File: src/rtl/avmm_uart.sv
// avmm_uart: Avalon-MM serial UART with the JTAG-UART DATA/CONTROL register map.
// Define UART_IRQ_EN to enable the RE/WE interrupt enables, RI/WI status and the irq output.
module avmm_uart #(
  parameter int DATA_W       = 8,
  parameter int TX_DEPTH     = 64,
  parameter int RX_DEPTH     = 64,
  parameter int CLKS_PER_BIT = 434,
  parameter int STOP_BITS    = 1
) (
  input  logic        clk_clk,
  input  logic        reset_reset,
  input  logic        avbus_chipselect,
  input  logic        avbus_address,
  input  logic        avbus_read_n,
  output logic [31:0] avbus_readdata,
  input  logic        avbus_write_n,
  input  logic [31:0] avbus_writedata,
  output logic        avbus_waitrequest,
  input  logic        uart_rxd,
  output logic        uart_txd,
  output logic        irq
);
  localparam int TW = $clog2(TX_DEPTH);
  localparam int RW = $clog2(RX_DEPTH);
  localparam int CW = $clog2(CLKS_PER_BIT);
  typedef enum logic [1:0] {T_IDLE, T_START, T_DATA, T_STOP} tx_state_t;
  typedef enum logic [2:0] {R_IDLE, R_START, R_DATA, R_STOP, R_WAIT} rx_state_t;
  tx_state_t tx_state, tx_next;
  rx_state_t rx_state, rx_next;
  logic req, phase, rd, wr, ctrl_w, rd_pop;
  logic [DATA_W-1:0] tx_mem [TX_DEPTH];
  logic [DATA_W-1:0] rx_mem [RX_DEPTH];
  logic [TW-1:0] tx_wp, tx_rp;
  logic [RW-1:0] rx_wp, rx_rp;
  logic [TW:0] tx_cnt;
  logic [RW:0] rx_cnt;
  logic tx_push, tx_pop, tx_full, rx_push, rx_pop, rx_full, rx_good, rx_bad;
  logic [CW-1:0] tx_clk, rx_clk;
  logic [3:0] tx_bit, rx_bit;
  logic tx_end, rx_end, rx_half;
  logic [DATA_W-1:0] tx_sh, rx_sh;
  logic rx_s1, rx_s2, rx_d;
  logic rx_ovr, frame_err, tx_ovf, re, we, ri, wi;
  logic [31:0] data_rd, ctrl_rd;
  logic unused;

  // Two-cycle access: phase marks cycle B, where side effects commit.
  assign req = avbus_chipselect & (~avbus_read_n | ~avbus_write_n);
  assign avbus_waitrequest = req & ~phase;
  assign rd = req & phase & ~avbus_read_n;
  assign wr = req & phase & ~avbus_write_n;
  assign ctrl_w = wr & avbus_address;
  assign unused = ^avbus_writedata;

  assign tx_full = tx_cnt == (TW+1)'(TX_DEPTH);
  assign rx_full = rx_cnt == (RW+1)'(RX_DEPTH);
  assign tx_push = wr & ~avbus_address & ~tx_full;
  assign rx_push = rx_good & ~rx_full;
  assign rx_pop = rd & rd_pop;
  assign ri = re & (rx_cnt != '0);
  assign wi = we & (tx_cnt == '0);
  assign data_rd = rx_cnt == '0 ? '0 : {16'(rx_cnt - 1'b1), 1'b1, 15'(rx_mem[rx_rp])};
  assign ctrl_rd = {16'((TW+1)'(TX_DEPTH) - tx_cnt), 3'b0, tx_ovf, frame_err, rx_ovr, wi, ri, 6'b0, we, re};

  always_ff @(posedge clk_clk or posedge reset_reset)
    if (reset_reset) begin
      phase <= 1'b0;
      rd_pop <= 1'b0;
      avbus_readdata <= '0;
      rx_ovr <= 1'b0;
      frame_err <= 1'b0;
      tx_ovf <= 1'b0;
      tx_wp <= '0;
      tx_rp <= '0;
      tx_cnt <= '0;
      rx_wp <= '0;
      rx_rp <= '0;
      rx_cnt <= '0;
    end else begin
      phase <= req & ~phase;
      rd_pop <= req & ~phase & ~avbus_read_n & ~avbus_address & (rx_cnt != '0);
      if (req & ~phase & ~avbus_read_n) avbus_readdata <= avbus_address ? ctrl_rd : data_rd;
      rx_ovr <= (rx_ovr & ~(ctrl_w & avbus_writedata[10])) | (rx_good & rx_full);
      frame_err <= (frame_err & ~(ctrl_w & avbus_writedata[11])) | rx_bad;
      tx_ovf <= (tx_ovf & ~(ctrl_w & avbus_writedata[12])) | (wr & ~avbus_address & tx_full);
      tx_wp <= tx_wp + TW'(tx_push);
      tx_rp <= tx_rp + TW'(tx_pop);
      tx_cnt <= tx_cnt + (TW+1)'(tx_push) - (TW+1)'(tx_pop);
      rx_wp <= rx_wp + RW'(rx_push);
      rx_rp <= rx_rp + RW'(rx_pop);
      rx_cnt <= rx_cnt + (RW+1)'(rx_push) - (RW+1)'(rx_pop);
    end

  always_ff @(posedge clk_clk) begin
    if (tx_push) tx_mem[tx_wp] <= avbus_writedata[DATA_W-1:0];
    if (rx_push) rx_mem[rx_wp] <= rx_sh;
  end

  assign tx_end = tx_clk == CW'(CLKS_PER_BIT - 1);

  always_comb begin
    tx_next = tx_state;
    tx_pop = 1'b0;
    case (tx_state)
      T_IDLE: if (tx_cnt != '0) begin
        tx_pop = 1'b1;
        tx_next = T_START;
      end
      T_START: if (tx_end) tx_next = T_DATA;
      T_DATA: if (tx_end && tx_bit == 4'(DATA_W - 1)) tx_next = T_STOP;
      T_STOP: if (tx_end && tx_bit == 4'(STOP_BITS - 1)) begin
        tx_pop = tx_cnt != '0;
        tx_next = tx_cnt != '0 ? T_START : T_IDLE;
      end
      default: tx_next = T_IDLE;
    endcase
  end

  // txd is registered from the current state, so the line lags the FSM by one cycle.
  always_ff @(posedge clk_clk or posedge reset_reset)
    if (reset_reset) begin
      tx_state <= T_IDLE;
      tx_clk <= '0;
      tx_bit <= '0;
      tx_sh <= '0;
      uart_txd <= 1'b1;
    end else begin
      tx_state <= tx_next;
      tx_clk <= (tx_state == T_IDLE || tx_end) ? '0 : tx_clk + 1'b1;
      tx_bit <= (tx_next != tx_state) ? '0 : tx_bit + 4'(tx_end);
      if (tx_pop) tx_sh <= tx_mem[tx_rp];
      else if (tx_state == T_DATA && tx_end) tx_sh <= tx_sh >> 1;
      uart_txd <= tx_state == T_START ? 1'b0 : tx_state == T_DATA ? tx_sh[0] : 1'b1;
    end

  assign rx_end = rx_clk == CW'(CLKS_PER_BIT - 1);
  assign rx_half = rx_clk == CW'(CLKS_PER_BIT / 2);
  assign rx_good = rx_state == R_STOP && rx_end && rx_s2;
  assign rx_bad = rx_state == R_STOP && rx_end && !rx_s2;

  // R_WAIT holds off after a framing error until the line idles high again.
  always_comb begin
    rx_next = rx_state;
    case (rx_state)
      R_IDLE: if (rx_d && !rx_s2) rx_next = R_START;
      R_START: if (rx_half) rx_next = rx_s2 ? R_IDLE : R_DATA;
      R_DATA: if (rx_end && rx_bit == 4'(DATA_W - 1)) rx_next = R_STOP;
      R_STOP: if (rx_end) rx_next = rx_s2 ? R_IDLE : R_WAIT;
      R_WAIT: if (rx_s2) rx_next = R_IDLE;
      default: rx_next = R_IDLE;
    endcase
  end

  always_ff @(posedge clk_clk or posedge reset_reset)
    if (reset_reset) begin
      rx_state <= R_IDLE;
      rx_clk <= '0;
      rx_bit <= '0;
      rx_sh <= '0;
      rx_s1 <= 1'b1;
      rx_s2 <= 1'b1;
      rx_d <= 1'b1;
    end else begin
      rx_s1 <= uart_rxd;
      rx_s2 <= rx_s1;
      rx_d <= rx_s2;
      rx_state <= rx_next;
      rx_clk <= (rx_state == R_IDLE || rx_next != rx_state || rx_end) ? '0 : rx_clk + 1'b1;
      rx_bit <= (rx_next != rx_state) ? '0 : rx_bit + 4'(rx_end);
      if (rx_state == R_DATA && rx_end) rx_sh <= {rx_s2, rx_sh[DATA_W-1:1]};
    end

`ifdef UART_IRQ_EN
  always_ff @(posedge clk_clk or posedge reset_reset)
    if (reset_reset) begin
      re <= 1'b0;
      we <= 1'b0;
      irq <= 1'b0;
    end else begin
      if (ctrl_w) begin
        re <= avbus_writedata[0];
        we <= avbus_writedata[1];
      end
      irq <= ri | wi;
    end
`else
  assign re = 1'b0;
  assign we = 1'b0;
  assign irq = 1'b0;
`endif
endmodule

File: config.mk
export PLATFORM = sky130hd
export DESIGN_NAME = avmm_uart
export DESIGN_NICKNAME = d
export VERILOG_FILES = /design/src/rtl/avmm_uart.sv
export SDC_FILE = /design/constraint.sdc
export NUM_CORES = 1
export LEC_CHECK = 0
export ABC_AREA = 1
export BUFFER_PORTS_ARGS = -buffer_cell sky130_fd_sc_hd__buf_2
export CAP_MARGIN = 20
export CORE_ASPECT_RATIO = 0.9
export CORE_UTILIZATION = 50
export DETAILED_ROUTE_END_ITERATION = 10
export PLACE_DENSITY = 0.67
export SYNTH_ARGS = -nofsm -noshare
export SYNTH_HDL_FRONTEND = slang
export SYNTH_SLANG_ARGS = --single-unit
export TNS_END_PERCENT = 20
File: constraint.sdc
create_clock -name clk_clk -period 5 [get_ports clk_clk]
set_input_delay 1 -clock clk_clk [delete_from_list [all_inputs] [get_ports clk_clk]]
set_output_delay 1 -clock clk_clk [all_outputs]
set_load 0.005 [all_outputs]
**Word-level counts from Yosys, hierarchy flattened**

Memory sizes are Yosys's and may differ from the RTL's.
Cells that the tools add are included.

- Input bits: 39
- Bits in writable memories: 1024
- Logic and storage cells: 141
- Memories kept: 2
- Output and inout port bits: 35
- ROM bits: 0
- Register bits after elaboration: 126
- Bits in latches: 0

Memory list:

| name | depth | bits a word | read ports | clocked after memory_dff | write ports | line | RTL |
|---|---|---|---|---|---|---|---|
| rx_mem | 64 | 8 | 1 | 0 | 1 | 32 | `logic [DATA_W-1:0] rx_mem [RX_DEPTH];` |
| tx_mem | 64 | 8 | 1 | 0 | 1 | 31 | `logic [DATA_W-1:0] tx_mem [TX_DEPTH];` |

- Add/sub/neg operators: 14
- Bitwise logic cells: 34
- $mul: 0
- Equal/unequal tests: 16
- Multiplexer cells: 31
- Reduce and logical (&&, ||, !) cells: 20
- Shift operators: 0
- Order comparisons: 0
- Div/mod/pow operators: 0

Operator list:

| kind | count |
|---|---|
| 32-bit 2-to-1 mux | 2 |
| 6-bit by 1-bit adder with 6-bit output | 4 |
| 1-bit bitwise AND | 21 |
| 9-bit by 1-bit adder with 9-bit output (second input constant) | 2 |
| 9-bit equality test (second input constant) | 2 |
| 3-bit 2-to-1 mux | 6 |
| 9-bit 2-to-1 mux | 2 |
| 8-bit 2-to-1 mux | 2 |
| 3-bit case mux with 5 select lines | 1 |
| 7-bit by 1-bit adder with 7-bit output | 2 |
| 7-bit equality test (second input constant) | 2 |
| 7-bit nonzero test | 2 |
| 7-bit by 1-bit subtractor with 7-bit output | 2 |
| 2-bit 2-to-1 mux | 5 |
| 9-bit by 8-bit equality test with 1-bit output (second input constant) | 1 |
| 1-bit logical AND | 9 |
| 1-bit 2-to-1 mux | 9 |
| 1-bit inverter | 9 |
| 4-bit by 1-bit adder with 4-bit output | 2 |
| 4-bit by 3-bit equality test with 1-bit output (second input constant) | 2 |
| 4-bit 2-to-1 mux | 2 |
| 2-bit case mux with 4 select lines | 1 |
| 7-bit by 1-bit subtractor with 8-bit output (second input constant) | 1 |
| 7-bit by 7-bit subtractor with 8-bit output (first input constant) | 1 |
| 16 further kinds | 23 |

**Depth between registers and ports, before layout**

Gate-level depths: netlist of run 1.

- Depth after elaboration: 10
- Depth in mapped cells: 19
- Depth with buffers taken out: 19

**Worst setup path after synthesis of run 1**

No wires, ideal clock.

- Path kind: input -> register
- Start: input port avbus_read_n
- End: register tx_cnt[6]
- Stages on the path: 15
- Data arrival time: 2.931 ns
- Setup time: 0.122 ns
- Path slack: 1.947 ns
- Path through: nand2_1 > nand3_1 > nor2_1 > nand2_1 > nor2_2 > nand2_1 > nand2_1 > ha_1 > inv_1 > fa_1 > o31ai_1 > a21oi_1 > nor2_1 > nor2_1 > xnor2_1

- Longest elaborated chain between the ends: 9

Ends and longest elaborated chain:

| item | line | RTL |
|---|---|---|
| start: declaration | 14 | `input logic avbus_read_n,` |
| 1-bit inverter | 48 | `assign req = avbus_chipselect & (~avbus_read_n \| ~avbus_write_n);` |
| 1-bit bitwise OR | 48 |  |
| 1-bit bitwise AND | 48 |  |
| 1-bit bitwise AND (2 in a row) | 51 | `assign wr = req & phase & ~avbus_write_n;` |
| 1-bit bitwise AND (2 in a row) | 57 | `assign tx_push = wr & ~avbus_address & ~tx_full;` |
| 7-bit by 1-bit adder with 7-bit output | 88 | `tx_cnt <= tx_cnt + (TW+1)'(tx_push) - (TW+1)'(tx_pop);` |
| 7-bit by 1-bit subtractor with 7-bit output | 88 |  |
| end signal: assignment | 88 |  |
| end: declaration | 35 | `logic [TW:0] tx_cnt;` |

Every way passes these cells.
A chain may end at the register's enable or synchronous reset.

**Worst setup path after layout of run 1**

- Start: register rx_clk[1]
- End: register rx_cnt[6]

- Longest elaborated chain between the ends: 6

Ends and longest elaborated chain:

| item | line | RTL |
|---|---|---|
| start: declaration | 38 | `logic [CW-1:0] tx_clk, rx_clk;` |
| start signal: assignment | 168 | `rx_clk <= (rx_state == R_IDLE \|\| rx_next != rx_state \|\| rx_end) ? '0 : rx_clk + 1'b1;` |
| 9-bit equality test | 136 | `assign rx_end = rx_clk == CW'(CLKS_PER_BIT - 1);` |
| 1-bit logical AND (2 in a row) | 138 | `assign rx_good = rx_state == R_STOP && rx_end && rx_s2;` |
| 1-bit bitwise AND | 58 | `assign rx_push = rx_good & ~rx_full;` |
| 7-bit by 1-bit adder with 7-bit output | 91 | `rx_cnt <= rx_cnt + (RW+1)'(rx_push) - (RW+1)'(rx_pop);` |
| 7-bit by 1-bit subtractor with 7-bit output | 91 |  |
| end signal: assignment | 91 |  |
| end: declaration | 36 | `logic [RW:0] rx_cnt;` |

Every way passes these cells.

==> reports/summary.txt, run 1 <==
Leak: 17.9 nW
max_cap viols: 0
power per cell area: 386 nW/um2
minimum clock period: 3.26 ns
part of the power in registers: 0.522
Most Used Layer, Global Route: met2
TNS Setup: 0 ns
run status: completed
Register-to-Register Path Depth: 19
Port-buffer cells: 47
Fmax: 307 MHz
1st-pass router iterations: 6
vias: 30,674
Iteration-0 DRC Markers: 3,199
combinational share of power: 0.062
core area: 94,500 um2
worst-margin pin slew: 0.974 ns
area growth from synthesis to layout: 10.1%
Max Buffers Root-to-Sink: 3
DP Wirelength: 65,400 um
NetSw: 4.53 mW
FP Rows: 107
dpl cell area: 48,800 um2
cell internal pwr: 15.7 mW
CP endpoint kind: flip-flop
Sw Share: 0.223
FFs w/ async S/R, synth: 0.100
total chip power: 20.3 mW
# Post-CTS Setup Buffers: 0
crit path DAT: 3.88 ns
CP Class: flip-flop to flip-flop
non-filler cells, final: 5,481
Post-Synthesis Cells: 4,156
unrepaired setup endpoints after global routing: false
Clock transition at path regs: 0.06 ns
Seq cells post-synth: 1,138
DR WL/cell: 20.2 um
yosys warns: 0
grt ovf: 0
CTS Root Cell: clkbuf_16
Die X: 328 um
vias in the first global route: 28,811
hold buffers post-CTS: 0
EDFF count, synth: 1,024
ANT nets after route: 0
utilization after layout: 0.556
vias per cell: 5.60
full die area: 96,600 um2
startpoint types: flip-flop
Finished Cell Area: 52,500 um2
DRC: 0
layout cell share with drive strength beyond 1: 0.0811
final-report setup violation count: 0
global-route wire length before repair: 169,000 um
placed insts: 5,272
Placer Congestion: 0.851
Unique masters post-synth: 48
number of CTS-inserted buffers: 111
largest net degree at the start of global routing: 113
Seq/Total Area, Yosys: 0.705
Most used DFF post-synth: edfxtp_1
Max Slew Vio Count: 0
initial antenna violation count: 1
CP max FO: 4
period utilization: 0.652
maximum vdd drop: 0.359 mV
Clock power frac: 0.416
Final Hold Violating Endpoints: 0
CTS tree: done
IO Pins: 74
Syn Area/Cell: 11.5 um2
Clock Sinks: 1,138
Initial Util: 0.505
GR Layer Usage met1: 0.336
met2 Resource Use GR: 0.352
clk_skew: 0.0666 ns
wire length reported by the detailed router: 111,000 um
clock latency at the later pin of the worst-skew pair: 0.70 ns
Rel. slew slack: 0.350
Total GRT Usage: 0.229
Antenna diodes: 0
cts repair resizes: 0
Critical Path RT: 5.62 ns
met3 usage: 0.0350
worst min path class: input port to async pin
nets: 4,220
synthesized area: 47,700 um2
die height: 295 um
H-tree levels: 3
-- area by class of cell --
cell class              count  area (um2)
clock inverters            62         628
repair buffers             94         696
clock buffers             146        3070
flip-flops and latches   1138       33600
fillers                  7825       42000
inverters                 120         465
well taps                1253        1570
multi-input cells        2668       12400
-- worst paths after layout --
check,start,endpoint,slack [ns]
max,rx_clk[1]$_DFF_PP0_,rx_cnt[6]$_DFF_PP0_,1.74
min,reset_reset,rx_clk[0]$_DFF_PP0_,0.35
max reg2reg,rx_clk[1]$_DFF_PP0_,rx_cnt[6]$_DFF_PP0_,1.74
min reg2reg,rx_s2$_DFF_PP1_,rx_d$_DFF_PP1_,0.38
max in group asynchronous,reset_reset,rx_s2$_DFF_PP1_,3.66
min in group clk_clk,rx_s2$_DFF_PP1_,rx_d$_DFF_PP1_,0.38
-- layer usage --
metal  vias up  routed length, um  share of wire
li1      14407                  -              -
met1     14960              49000           0.44
met2      1111              50800           0.46
met3       194               8340          0.075
met4         2               2730          0.025
met5         -                 13        0.00012
-- cells in the final DEF, fill, tap and decap left out, drive strengths merged, types with 4 or more instances in the layout --
cell	n
a21oi	41
a31oi	15
buf	94
bufinv	11
clkbuf	146
clkinv	50
conb	5
dfrtp	110
dfstp	4
edfxtp	1024
ha	46
inv	118
nand2	967
nand3	566
nand4	4
nor2	595
nor3	14
nor3b	7
o211ai	68
o21ai	270
or2	18
xnor2	7
xor2	30
-- power by group through the flow --
stage / Combinational (mW) / Clock [mW] / Sequential, mW
2_1_floorplan: 0.949 / 0 / 10.7
3_3_place_gp: 1.24 / 0 / 10.8
3_5_place_dp: 1.26 / 0 / 10.8
4_1_cts: 1.27 / 8.50 / 10.6
5_1_grt: 1.43 / 8.85 / 10.6
6_report: 1.26 / 8.43 / 10.6
-- critical path, stage by stage (launching register included) --
cell and delay [ns]:
dfrtp_1 0.39, inv_1 0.06, ha_1 0.16, nand2_1 0.07, nor3b_2 0.18, nand2_2 0.11
inv_2 0.11, nand2_4 0.08, nor2_4 0.13, nand2_4 0.14, ha_1 0.31, inv_1 0.04
ha_1 0.20, fa_1 0.44, a21oi_1 0.20, o21bai_1 0.11, a21oi_1 0.13, nor2_1 0.06
nor2_1 0.10, xor2_1 0.14
-- synthesized netlist by cell type (25+ instances only) --
library cell	instances	share of area
nand3_1	555	0.058
xor2_1	30	0.0055
nand2_1	958	0.075
inv_1	109	0.0086
o21ai_1	51	0.0054
edfxtp_1	1024	0.64
buf_4	25	0.0039
nor2_1	577	0.045
o21ai_0	219	0.023
buf_1	29	0.0023
a21oi_1	40	0.0042
clkbuf_1	80	0.0063
o211ai_1	68	0.011
buf_2	83	0.0087
ha_1	46	0.012
dfrtp_1	110	0.058
-- stage by stage --
| step | setup WS (ns) | hold WS (ns) |
|---|---|---|
| after floorplan | 0.991 | 0.345 |
| after global placement | 1.11 | 0.350 |
| after detailed placement | 1.09 | 0.354 |
| after CTS | 1.69 | 0.335 |
| after global routing | 1.52 | 0.387 |
| final | 1.74 | 0.353 |
-- logic make-up after synthesis --
kind of cell,Yosys count,share of synthesized area
compound gates,404,0.0471
xor+xnor,37,0.00679
fa+ha+maj,48,0.0129
buf+inv,354,0.0348
flops,1138,0.705
other cells,1,0.0000786
simple gates,2174,0.194
-- state kept, by name, summed over array words and instances, names as in the netlist, 2 cells and up --
register and count:
avbus_readdata 20, rx_bit 4, rx_clk 9, rx_cnt 7, rx_mem 512, rx_rp 6
rx_sh 8, rx_state 3, rx_wp 6, tx_bit 4, tx_clk 9, tx_cnt 7
tx_mem 512, tx_rp 6, tx_sh 8, tx_state 2, tx_wp 6
No activity file was read; power rests on OpenSTA's default activity.
==> run 2, diff against run 1 <==
- clock period: 5 -> 3 ns (I/O delays scaled with it)
==> run 2 against run 1 <==
Combinational power up 90%. Clock skew down 0.011 ns. Sequential power up 66%. Hold slack worse by 0.26 ns. Largest cell class unchanged.
==> reports/summary.txt, run 2 (synthesis results as in run 1) <==
run status: completed
DRC: 0 (unchanged)
worst min path class: input port to async pin
CP max FO: 2 (-2)
Critical Path RT: 3.60 ns (-2.02 ns)
period utilization: 0.967 (+0.315)
Die X: 328 um (unchanged)
largest registers: rx_mem x512, tx_mem x512, avbus_readdata x20
final worst setup slack: 0.0998 ns (-1.64 ns)
initial antenna violation count: 0 (-1)
1st-pass router iterations: 5 (-1)
commonest non-fill, non-tap cell in the layout: edfxtp_1
Placer Congestion: 0.879 (+3.4%)
layout cell share with drive strength beyond 1: 0.125 (+0.0439)
Rel. slew slack: 0.433 (+0.0826)
Total GRT Usage: 0.232 (+0.00373)
unrepaired setup endpoints after global routing: true
GR Layer Usage met1: 0.339 (+0.00345)
clock latency at the later pin of the worst-skew pair: 0.69 ns (about the same)
pre-CTS setup slack: 0.00297 ns (-1.09 ns)
Fmax: 345 MHz (+12%)
Critical Path, Cell by Cell: inv_2 -> ha_4 -> nand2_2 -> nor3b_2 -> nand2_2 -> inv_2 -> nand2_4 -> nor2_4 -> nand2_4 -> ha_4 -> inv_1 -> ha_4 -> fa_2 -> a21oi_2 -> o21bai_1 -> a21oi_1 -> nor2_1 -> nor2_1 -> xor2_1
CP endpoint kind: flip-flop
max_cap viols: 0 (unchanged)
largest net degree at the start of global routing: 153 (+35%)
grt ovf: 0 (unchanged)
global-route wire length before repair: 173,000 um (+2.3%)
CTS Root Cell: clkbuf_16
non-filler cells, final: 5,678 (+3.6%)
CP Class: flip-flop to flip-flop
clk_skew: 0.0560 ns (-0.0105 ns)
IO Pins: 74 (unchanged)
crit path DAT: 3.50 ns (-0.38 ns)
Clock Sinks: 1,138 (unchanged)
CTS tree: done
DR WL/cell: 19.8 um (-1.9%)
minimum clock period: 2.90 ns (-0.358 ns)
H-tree levels: 3 (unchanged)
Max Slew Vio Count: 0 (unchanged)
Final Hold Violating Endpoints: 0 (unchanged)
Port-buffer cells: 47 (unchanged)
met3 usage: 0.0327 (-0.00221)
Leak: 19.0 nW (+6.1%)
area growth from synthesis to layout: 13.8%
Iteration-0 DRC Markers: 3,240 (+1.3%)
TNS Setup: 0 ns (unchanged)
Initial Util: 0.505 (unchanged)
worst-margin pin slew: 0.850 ns (-0.124 ns)
final-report setup violation count: 0 (unchanged)
full die area: 96,600 um2 (unchanged)
WP buf/inv: 3 (unchanged)
wire length reported by the detailed router: 113,000 um (+1.6%)
Finished Cell Area: 54,300 um2 (+3.4%)
ANT nets after route: 0 (unchanged)
most frequent cells in the layout: 1,024 x edfxtp_1, 957 x nand2_1, 575 x nor2_1, 554 x nand3_1, 222 x buf_4
vias: 31,427 (+2.5%)
slowest cell delay on critical path: 0.38 ns (-0.06 ns)
die height: 295 um (unchanged)
core area: 94,500 um2 (unchanged)
nets: 4,422 (+4.8%)
CP max stage cell: dfrtp_1
maximum vdd drop: 0.501 mV (+39%)
total chip power: 34.0 mW (+68%)
power per cell area: 626 nW/um2 (+62%)
placed insts: 5,471 (+3.8%)
Clock transition at path regs: 0.06 ns (about the same)
dpl cell area: 50,500 um2 (+3.6%)
FP Rows: 107 (unchanged)
Hold Slack: 0.0917 ns (-0.261 ns)
number of CTS-inserted buffers: 111 (unchanged)
startpoint types: flip-flop
Most Used Layer, Global Route: met2
vias per cell: 5.53 (-1.1%)
vias in the first global route: 29,911 (+3.8%)
utilization after layout: 0.574 (+0.0187)
met2 Resource Use GR: 0.367 (+0.0141)
CP delay by family, top: adder cells
cell mode on critical path: ha_4
Max Buffers Root-to-Sink: 3 (unchanged)
DP Wirelength: 68,600 um (+4.9%)
## run 2: cell count changes in the layout (fill, tap and decap cells not counted), moves of 3 or more
cell       change
buf_4        +183
buf_12        +19
clkbuf_8       -5
ha_1           -4
bufinv_16      +3
ha_4           +3
## run 2: final cells by class
type | count | area (um2)
flip-flops and latches | 1138 | 33600
inverters | 120 | 467
repair buffers | 296 | 2430
diodes | 1 | 2.50
clock inverters | 63 | 711
well taps | 1253 | 1570
multi-input cells | 2668 | 12500
clock buffers | 139 | 2960
fillers | 7656 | 40200
## run 2: report_power, final
group / total (mW) / switching [mW] / internal [mW]
Clock: 14.0 / 5.80 / 8.16
Combinational: 2.40 / 1.53 / 0.873
Sequential: 17.6 / 0.215 / 17.4
## run 2: repair_timing
action	4_1_cts	5_1_grt
gates resized for setup	1	15
pin swaps	0	11
hold buffers	1	0
buffers inserted	0	3
gates cloned	0	0
endpoints found under the hold margin	1	0
setup endpoints to repair	1	3
## run 2: worst paths after layout
check	from	to	slack [ns]	cells after the start
max	rx_clk[1]$_DFF_PP0_	rx_cnt[6]$_DFF_PP0_	0.1	19
min	reset_reset	avbus_readdata[18]$_DFFE_PP0P_	0.09	3
max reg2reg	rx_clk[1]$_DFF_PP0_	rx_cnt[6]$_DFF_PP0_	0.1	19
min reg2reg	rx_s1$_DFF_PP1_	rx_s2$_DFF_PP1_	0.37	0
max in group asynchronous	reset_reset	tx_rp[0]$_DFF_PP0_	2.34	3
min in group clk_clk	avbus_chipselect	phase$_DFF_PP0_	0.20	3
## run 2: worst register-to-register path: stages, from the launching register on
cell	delay, ns
dfrtp_1	0.38
inv_2	0.07
ha_4	0.13
nand2_2	0.05
nor3b_2	0.19
nand2_2	0.08
inv_2	0.08
nand2_4	0.05
nor2_4	0.15
nand2_4	0.08
ha_4	0.26
inv_1	0.05
ha_4	0.16
fa_2	0.36
a21oi_2	0.14
o21bai_1	0.11
a21oi_1	0.15
nor2_1	0.06
nor2_1	0.13
xor2_1	0.15
## run 2: layer usage
metal	up-vias	part of all wire
met5	-	0
met4	0	0.022
met3	184	0.080
met2	1225	0.47
met1	15201	0.43
li1	14817	-
